[src/rtl/rr_mux4.sv]
// Four-lane round-robin arbitrating multiplexer with a single registered output stage.
// The winning lane index travels with each beat on out_sel so a downstream demux can route it back.
module rr_mux4 #(
  parameter int W = 8
) (
  input  logic           clk,
  input  logic           rst_n,
  input  logic [3:0]     in_valid,
  input  logic [4*W-1:0] in_data,
  output logic [3:0]     in_ready,
  output logic           out_valid,
  output logic [W-1:0]   out_data,
  output logic [1:0]     out_sel,
  input  logic           out_ready
);

  // Round-robin search: first valid lane starting at ptr, wrapping modulo 4.
  // Returns {found, lane}; lane is meaningless when found is 0.
  function automatic logic [2:0] find_grant(input logic [1:0] ptr, input logic [3:0] vld);
    logic       found;
    logic [1:0] lane;
    logic [1:0] idx;
    found = 1'b0;
    lane  = ptr;
    for (int k = 0; k < 4; k++) begin
      idx = ptr + 2'(k);
      if (!found && vld[idx]) begin
        found = 1'b1;
        lane  = idx;
      end
    end
    return {found, lane};
  endfunction

  logic [1:0]   ptr_q,       ptr_d;
  logic         out_valid_q, out_valid_d;
  logic [W-1:0] out_data_q,  out_data_d;
  logic [1:0]   out_sel_q,   out_sel_d;

  logic         load;
  logic         grant_vld;
  logic [1:0]   grant_idx;
  logic [W-1:0] grant_data;

  always_comb begin
    // NOTE: every signal written here gets a default first, so no path leaves it unassigned and no latch is inferred.
    load        = !out_valid_q || out_ready;
    {grant_vld, grant_idx} = find_grant(ptr_q, in_valid);
    grant_data  = in_data[int'(grant_idx)*W +: W];

    in_ready    = '0;
    ptr_d       = ptr_q;
    out_valid_d = out_valid_q;
    out_data_d  = out_data_q;
    out_sel_d   = out_sel_q;

    // in_ready is forced low during reset so no source believes a beat was taken on the reset edge.
    if (rst_n && load && grant_vld) begin
      in_ready[grant_idx] = 1'b1;
    end

    if (load) begin
      if (grant_vld) begin
        out_valid_d = 1'b1;
        out_data_d  = grant_data;
        out_sel_d   = grant_idx;
        ptr_d       = grant_idx + 2'd1;
      end else begin
        out_valid_d = 1'b0;
      end
    end
  end

  always_ff @(posedge clk) begin
    // NOTE: state is updated with non-blocking assignments so every flop samples pre-edge values.
    if (!rst_n) begin
      // NOTE: reset is synchronous; the whole output register is cleared, discarding any held beat.
      ptr_q       <= 2'd0;
      out_valid_q <= 1'b0;
      out_data_q  <= '0;
      out_sel_q   <= 2'd0;
    end else begin
      ptr_q       <= ptr_d;
      out_valid_q <= out_valid_d;
      out_data_q  <= out_data_d;
      out_sel_q   <= out_sel_d;
    end
  end

  assign out_valid = out_valid_q;
  assign out_data  = out_data_q;
  assign out_sel   = out_sel_q;

endmodule

[config.mk]
export PLATFORM = sky130hd
export DESIGN_NAME = rr_mux4
export DESIGN_NICKNAME = d
export VERILOG_FILES = /design/src/rtl/rr_mux4.sv
export SDC_FILE = /design/constraint.sdc
export NUM_CORES = 1
export LEC_CHECK = 0
export ABC_AREA = 1
export BUFFER_PORTS_ARGS = -buffer_cell sky130_fd_sc_hd__buf_2
export CORE_AREA = 2 2 48 62
export CTS_BUF_LIST = sky130_fd_sc_hd__clkbuf_4 sky130_fd_sc_hd__clkbuf_8 sky130_fd_sc_hd__clkbuf_16
export DETAILED_ROUTE_END_ITERATION = 8
export DIE_AREA = 0 0 50 64
export GPL_TIMING_DRIVEN = 0
export PLACE_DENSITY = 0.82
export SLEW_MARGIN = 0
export SYNTH_ARGS = -nofsm -noshare
export SYNTH_HDL_FRONTEND = slang
export SYNTH_SLANG_ARGS = --single-unit
[constraint.sdc]
create_clock -name clk -period 5.31 [get_ports clk]
set_input_delay 0.531 -clock clk [delete_from_list [all_inputs] [get_ports clk]]
set_output_delay 0.531 -clock clk [all_outputs]
set_load 0.05 [all_outputs]
Word level (Yosys, flattened, before mapping)
Cells that the tools add are included.

storage, ports and cells
  word-level logic and storage cells = 46
  input port bits = 39
  output and inout bits = 15
  flip-flop bits (word level) = 13

cells by class
  add/sub/neg operators = 4
  shifts and indexed selects = 1
  mux-type cells = 19
  order comparisons = 6
  reductions and logical operators = 12

operators by type and width
  operator                                                           count
  indexed part select 32 x 6 -> 8 bit                                1
  less-than comparator 2 x 3 -> 1 bit, second input constant         5
  2-to-1 mux 1 bit                                                   10
  binary-select mux 1 bit (select 2 bit)                             4
  logical AND 1 bit                                                  6
  2-to-1 mux 2 bit                                                   3
  adder 2 x 1 -> 2 bit, second input constant                        2
  adder 2 bit, second input constant                                 2
  logical NOT 1 bit                                                  4
  2-to-1 mux 4 bit                                                   1
  demux 1 bit (select 2 bit)                                         1
  greater-or-equal comparator 2 x 1 -> 1 bit, second input constant  1
  AND reduction 2 bit                                                1
  logical OR 1 bit                                                   1

Logic depth before layout (Yosys ltp)
Gate-level depths: netlist of the first run.

  word-level depth = 17
  mapped depth = 18
  mapped depth without buffers = 16

Worst setup path before layout of the first run
No wires, ideal clock.

  path type = register -> output
  start point = reg ptr_q[1]
  end point = out in_ready[0]
  required time = 4.779 ns
  arrival = 2.511 ns
  path buffers = 2
  stages on the path, launching flop included = 14
  setup slack = 2.268 ns
  path through = dfxtp_1 -> buf_2 -> inv_4 -> nand2_1 -> nand2_1 -> nand2_1 -> nand2_2 -> inv_1 -> nand3_1 -> o21ai_2 -> inv_2 -> buf_4 -> nand2_1 -> nor3_1

on the way
  cells in the longest elaborated chain, start to end = 17
  elaborated cells between the ends (all ways) = 31
  classes of those cells = 3 x add/sub; 2 x order compare; 18 x mux; 8 x reduce/logical

RTL lines
  element                                                                                       line  source
  start: declaration                                                                            35    logic [1:0] ptr_q, ptr_d;
  start signal: assignment                                                                      83    ptr_q <= ptr_d;
  parallel branches: the longest is 16 deep, another holds less-than comparator 2 x 3 -> 1 bit  -
  2-to-1 mux 4 bit *                                                                            58    if (rst_n && load && grant_vld) begin
  end: declaration                                                                              10    output logic [3:0] in_ready,

Mark *: on every way between the ends. The select of a mux whose other input is x is not followed.

Final worst setup path of the first run
  start point = reg ptr_q[1]
  end point = out in_ready[3]

The elaborated chain is that of the path after synthesis.

==> impl_metrics.toml, run 1 <==
[logic_synthesis]
yosysSeqAreaShare_pct = 19.9
synth_nets = 277
yosys-top-cells-area = "nand2_1 29%, dfxtp_1 20%, nand3_1 19%, inv_1 5.8%, nor2_1 5.5%"
synth_ff_type = "dfxtp_1"
synth_cell_types = 21
yosysMostFrequentCell = "nand2_1"
yosys.area.top_type = "nand2_1"
yosys-top-cells-count = "102 x nand2_1, 49 x nand3_1, 20 x inv_1, 19 x nor2_1, 13 x dfxtp_1"
synth.top_cell.area_share_pct = 29.3
yosysWarnings = 0
synth-seq-cells = 13
async_flop_share_pct = 0
netlist_instances = 238
netlist_area_um2 = 1310
avgSynthCellArea_um2 = 5.48
synth_edf_count = 0

[worst_setup_path]
worstSetupStartpoint = "ptr_q[1]"
path_class = "flop to primary output"
r2r_start = "ptr_q[1]"
crit_fanout = 10
cp.arrival_ns = 2.41
required_ns = 4.78
critPathCaptureType = "primary output"
cp-start-kind = "flop"

[cts]
cts_hold_buf = 0
numCtsBuffers = 3
clock-root-buffer = "clkbuf_4"
postCtsSetupBuffers = 0
cts_tree = "done"
h-tree-depth = 1
clkSlewWorstSetupHoldPaths_ns = 0.08
cts_sinks = 13
insertion_delay_ns = 0.28
cts_resized = 0
clock_path_buffers = 2

[routing]
drc = 0
routedWlPerCell_um = 10.4
topRoutingLayerUsed = "met4"
dr_wl_met3_um = 162
via_per_inst = 4.91
wl_met1_um = 1580
vias = 1615
wl_met2_um = 1640
drt_first_iter_violations = 44
first_pass_iters = 4
drtAntennaViolNets = 0
wl_um = 3430

[hold_path]
hp-class = "flop to flop"
worstHoldStart = "out_sel[1]"

[floorplan]
die_w_um = 50
die_h_um = 64
rows = 21
top_level_ports = 54
fp.coreArea_um2 = 2600
start_util_pct = 50.2
die_area_um2 = 3200

[sta]
tightest_slew_ns = 0.281
relSlewSlack_pct = 81.1
hold_slack_ns = 0.513
finalSetupViolations = 0
fin_ws_ns = 2.37
fmax_ghz = 0.340
finalCritPeriodShare_pct = 55.4
rsz0062_at_grt = "false"
drv_slew = 0
skew_ns = 0.00743
finalSetupTns_ns = 0
finalCriticalPeriod_ns = 2.94
hold_viol_final = 0

[run]
drv_cap = 0

[power_and_ir_drop]
ir_worst_vdd_mv = 0.513
p_leak_nw = 1.04
p_per_area_nw_per_um2 = 723

[layout]
final_util_pct = 63.2
area_growth_syn_to_layout_pct = 25.9
antenna_cells = 0
drive_above_1_share_pct = 28.1
nNetsFinal = 335

[placement]
io_buffers = 53
pre_cts_ws_ns = 2.67
finalWeightedCongestion = 0.829
hpwl_um = 2680

[global_routing]
track_usage_pct = 23.0
antenna_found_initial = 0
grt_pass1_vias = 1429
grt_start_max_net_pins = 11
grt_pass1_wl_um = 5880
overflow = 0

[outcome]
status = "completed"
## cells in the final DEF, fill, tap and decap left out
master / count
o21ai_0: 2
a21oi_1: 3
clkinv_1: 1
inv_2: 2
nor2_1: 19
o211ai_1: 1
nand4_2: 1
inv_1: 20
nor2_4: 1
nor3_1: 2
inv_4: 1
nand2_2: 8
nand4_4: 2
nand2_4: 1
buf_6: 3
dfxtp_1: 13
buf_2: 55
buf_4: 4
o21ai_2: 1
clkbuf_4: 4
nand3_1: 49
nand2_1: 102
## flip-flops by register name, indices dropped and copies added, names as in the netlist
register,count
out_data,8
out_sel,2
out_valid,1
ptr_q,2
## worst max-delay path, cell delays in order, from the launching register on
cell,delay (ns)
dfxtp_1,0.30
buf_2,0.18
inv_4,0.11
nand2_1,0.06
nand2_1,0.15
nand2_1,0.08
nand2_2,0.14
inv_1,0.05
nand3_1,0.12
o21ai_2,0.09
inv_2,0.09
buf_4,0.17
nand2_1,0.10
nor3_1,0.18
buf_2,0.29
## worst paths after layout
| kind | endpoint | slack [ns] | depth (start not counted) |
|---|---|---|---|
| setup / recovery | in_ready[3] | 2.37 | 14 |
| hold reg to reg | out_sel[1] | 0.51 | 2 |
| hold / removal | out_sel[1] | 0.51 | 2 |
| setup reg to reg | out_data[4] | 3.28 | 15 |
## cell type report
type	count	area [µm²]
Buffer	9	73.8
Fill cell	280	958
Multi-Input combinational cell	192	878
Inverter	24	92.6
Sequential cell	13	260
Timing Repair Buffer	53	265
Clock buffer	4	30.0
Tap cell	34	42.5
## cells by family after synthesis
| kind of cell | after synthesis | share of synthesized area (%) |
|---|---|---|
| AO/OA/AOI/OAI | 7 | 3.16 |
| buffers and inverters | 33 | 12.8 |
| AND/OR/NAND/NOR | 185 | 64.1 |
| flip-flops | 13 | 19.9 |
## where the power goes
part | switching, W | leakage, nW | internal (W)
clock | 0.0000335 | 0.0184 | 0.0000343
sequential | 0.0000196 | 0.108 | 0.000136
combinational | 0.000666 | 0.909 | 0.000298
## metal layers
metal	track usage [%]	vias up
li1	-	865
met1	28.6	698
met2	39.6	47
met3	1.87	5
met4	10.1	0
met5	0	-
## per-stage QoR
| stage | std cells | total power [W] | instance area, µm² |
|---|---|---|---|
| floorplan | 238 | 0.000928 | 1310 |
| global placement | 325 | 0.00111 | 1610 |
| detailed placement | 325 | 0.00112 | 1610 |
| CTS | 329 | 0.00119 | 1640 |
| global route | 329 | 0.00131 | 1640 |
| finish | 329 | 0.00119 | 1640 |
(Power assumes the default switching activity.)
==> run 2: changes to the inputs <==
CORE_AREA = 2 2 50 64   (was 2 2 48 62)
DIE_AREA = 0 0 52 66   (was 0 0 50 64)
PLACE_DENSITY = 0.77   (was 0.82)
clock period = 3 ns   (was 5.31 ns; I/O delays follow)
==> run 2 against run 1 <==
  * Via count decreased by 0.50%
  * Combinational power increased by 78%
  * Power increased by 78%
  * Final area increased by 0.15%
  * Global-route usage decreased by 1.3 points
  * Final cell count increased by 0.61%
  * Highest routed layer unchanged
  * Non-clock buffer count unchanged
  * Clock skew decreased by 0.0027 ns
  * Flip-flop and latch count unchanged
  * Largest power group unchanged
  * Setup slack got worse by 2.1 ns
==> impl_metrics.toml, run 2 (synthesis gave the netlist of run 1 again) <==
[outcome]
status = "completed"

[floorplan]
die_w_um = 52
top_level_ports = 54
rows = 22
die_area_um2 = 3430
die_h_um = 66
fp.coreArea_um2 = 2840
start_util_pct = 46.0

[cts]
cts_hold_buf = 0
postCtsSetupBuffers = 0
cts_tree = "done"
cts_resized = 0
numCtsBuffers = 3
clkSlewWorstSetupHoldPaths_ns = 0.08
clock-root-buffer = "clkbuf_4"
clock_path_buffers = 2
h-tree-depth = 1
insertion_delay_ns = 0.27
cts_sinks = 13

[layout]
antenna_cells = 0
nNetsFinal = 335
layout_common_cells = "102 x nand2_1, 55 x buf_2, 49 x nand3_1"
largest_reg_flops = 8
drive_above_1_share_pct = 28.1
area_growth_syn_to_layout_pct = 26.1
final_cells = 331
final_common_cell = "nand2_1"

[sta]
finalCriticalPeriod_ns = 2.75
hold_viol_final = 0
skew_ns = 0.00471
finalSetupViolations = 0
finalCritPeriodShare_pct = 91.6
tightest_slew_ns = 0.270
drv_slew = 0
finalSetupTns_ns = 0
fmax_ghz = 0.364
relSlewSlack_pct = 81.9
rsz0062_at_grt = "false"

[worst_setup_path]
reg2reg_setup_slack_ns = 0.93
r2r_start = "ptr_q[1]"
crit_fanout = 10
required_ns = 2.70
reg2reg_depth = 18
cp-start-kind = "flop"
critPathCaptureType = "primary output"
timing.rr.end = "out_data[6]"
cp.arrival_ns = 2.45
path_class = "flop to primary output"

[routing]
wl_um = 3500
drt_first_iter_violations = 35
vias = 1607
first_pass_iters = 4
drtAntennaViolNets = 0
routedWlPerCell_um = 10.6
drc = 0
via_per_inst = 4.85

[global_routing]
antenna_found_initial = 0
track_usage_pct = 21.7
grt_pass1_vias = 1383
grt_start_max_net_pins = 11
grt_pass1_wl_um = 5710
overflow = 0

[power_and_ir_drop]
pwr-share-clk_pct = 5.5
p_leak_nw = 1.04
p_sw_w = 0.00128
comb_power_share_pct = 81.4
ir_worst_vdd_mv = 0.692
p_int_w = 0.000829
seqPwrFrac_pct = 13.1
p_sw_share_pct = 60.7
p_per_area_nw_per_um2 = 1280

[hold_path]
hold_end = "out_valid"
worstHoldStart = "rst_n"
hp-class = "input pin to flop"
min_path_cells = 3

[placement]
hpwl_um = 2780
io_buffers = 53
dp.cells = 327
finalWeightedCongestion = 0.770

[run]
drv_cap = 0
==> run 2: cell counts in the layout (fill, tap and decap cells not counted) <==
No cell type changed its count.
==> run 2: routing by layer <==
metal | vias up | wire length, µm | global-route usage, %
met3 | 2 | 213 | 3.85
met2 | 48 | 1800 | 41.3
met1 | 694 | 1460 | 24.3
li1 | 863 | - | -
met4 | 0 | 28 | 4.61
met5 | - | 0 | 0
==> run 2: layout make-up <==
type                       instances  area, µm²
buffer                             9       73.8
tap                               36       45.0
clock buffer                       4       30.0
fill                             308       1190
sequential                        13        260
inverter                          24       92.6
timing repair buffer              53        265
multi-input combinational        192        878
==> run 2: how the worst max path moves through the flow <==
stage / start / cells past startpoint / slack (ns) / end
detailed placement: ptr_q[1] / 14 / 0.57 / in_ready[0]
CTS: ptr_q[1] / 14 / 0.26 / in_ready[0]
finish: ptr_q[1] / 14 / 0.25 / in_ready[0]
global placement: ptr_q[1] / 14 / 0.55 / in_ready[3]
floorplan: ptr_q[1] / 13 / 0.19 / in_ready[0]
global route: ptr_q[1] / 14 / 0.05 / in_ready[0]
==> run 2: power by group through the flow <==
| stage | sequential (W) | combinational, W | clock (W) |
|---|---|---|---|
| 3_3_place_gp | 0.000278 | 0.00170 | 0 |
| 5_1_grt | 0.000283 | 0.00192 | 0.000129 |
| 4_1_cts | 0.000275 | 0.00172 | 0.000120 |
| 6_report | 0.000276 | 0.00172 | 0.000116 |
| 2_1_floorplan | 0.000460 | 0.00118 | 0 |
| 3_5_place_dp | 0.000278 | 0.00171 | 0 |
==> run 2: worst max-delay path: stages (launching register included) <==
cell and delay [ns]:
dfxtp_1 0.30, buf_2 0.17, inv_4 0.11, nand2_1 0.05, nand2_1 0.17, nand2_1 0.09, nand2_2 0.15, inv_1 0.06
nand3_1 0.11, o21ai_2 0.09, inv_2 0.09, buf_4 0.17, nand2_1 0.12, nor3_1 0.20, buf_2 0.29
==> run 2: per-stage QoR <==
stage	hold slack, ns	power, W	area (µm²)	utilization, %	setup slack, ns
2_1_floorplan	0.426	0.00164	1310	-	0.189
3_3_place_gp	0.500	0.00198	1620	57.0	0.550
3_5_place_dp	0.508	0.00199	1620	57.0	0.571
4_1_cts	0.289	0.00212	1650	58.0	0.257
5_1_grt	0.295	0.00233	1650	58.0	0.0473
6_report	0.292	0.00211	1650	58.0	0.253
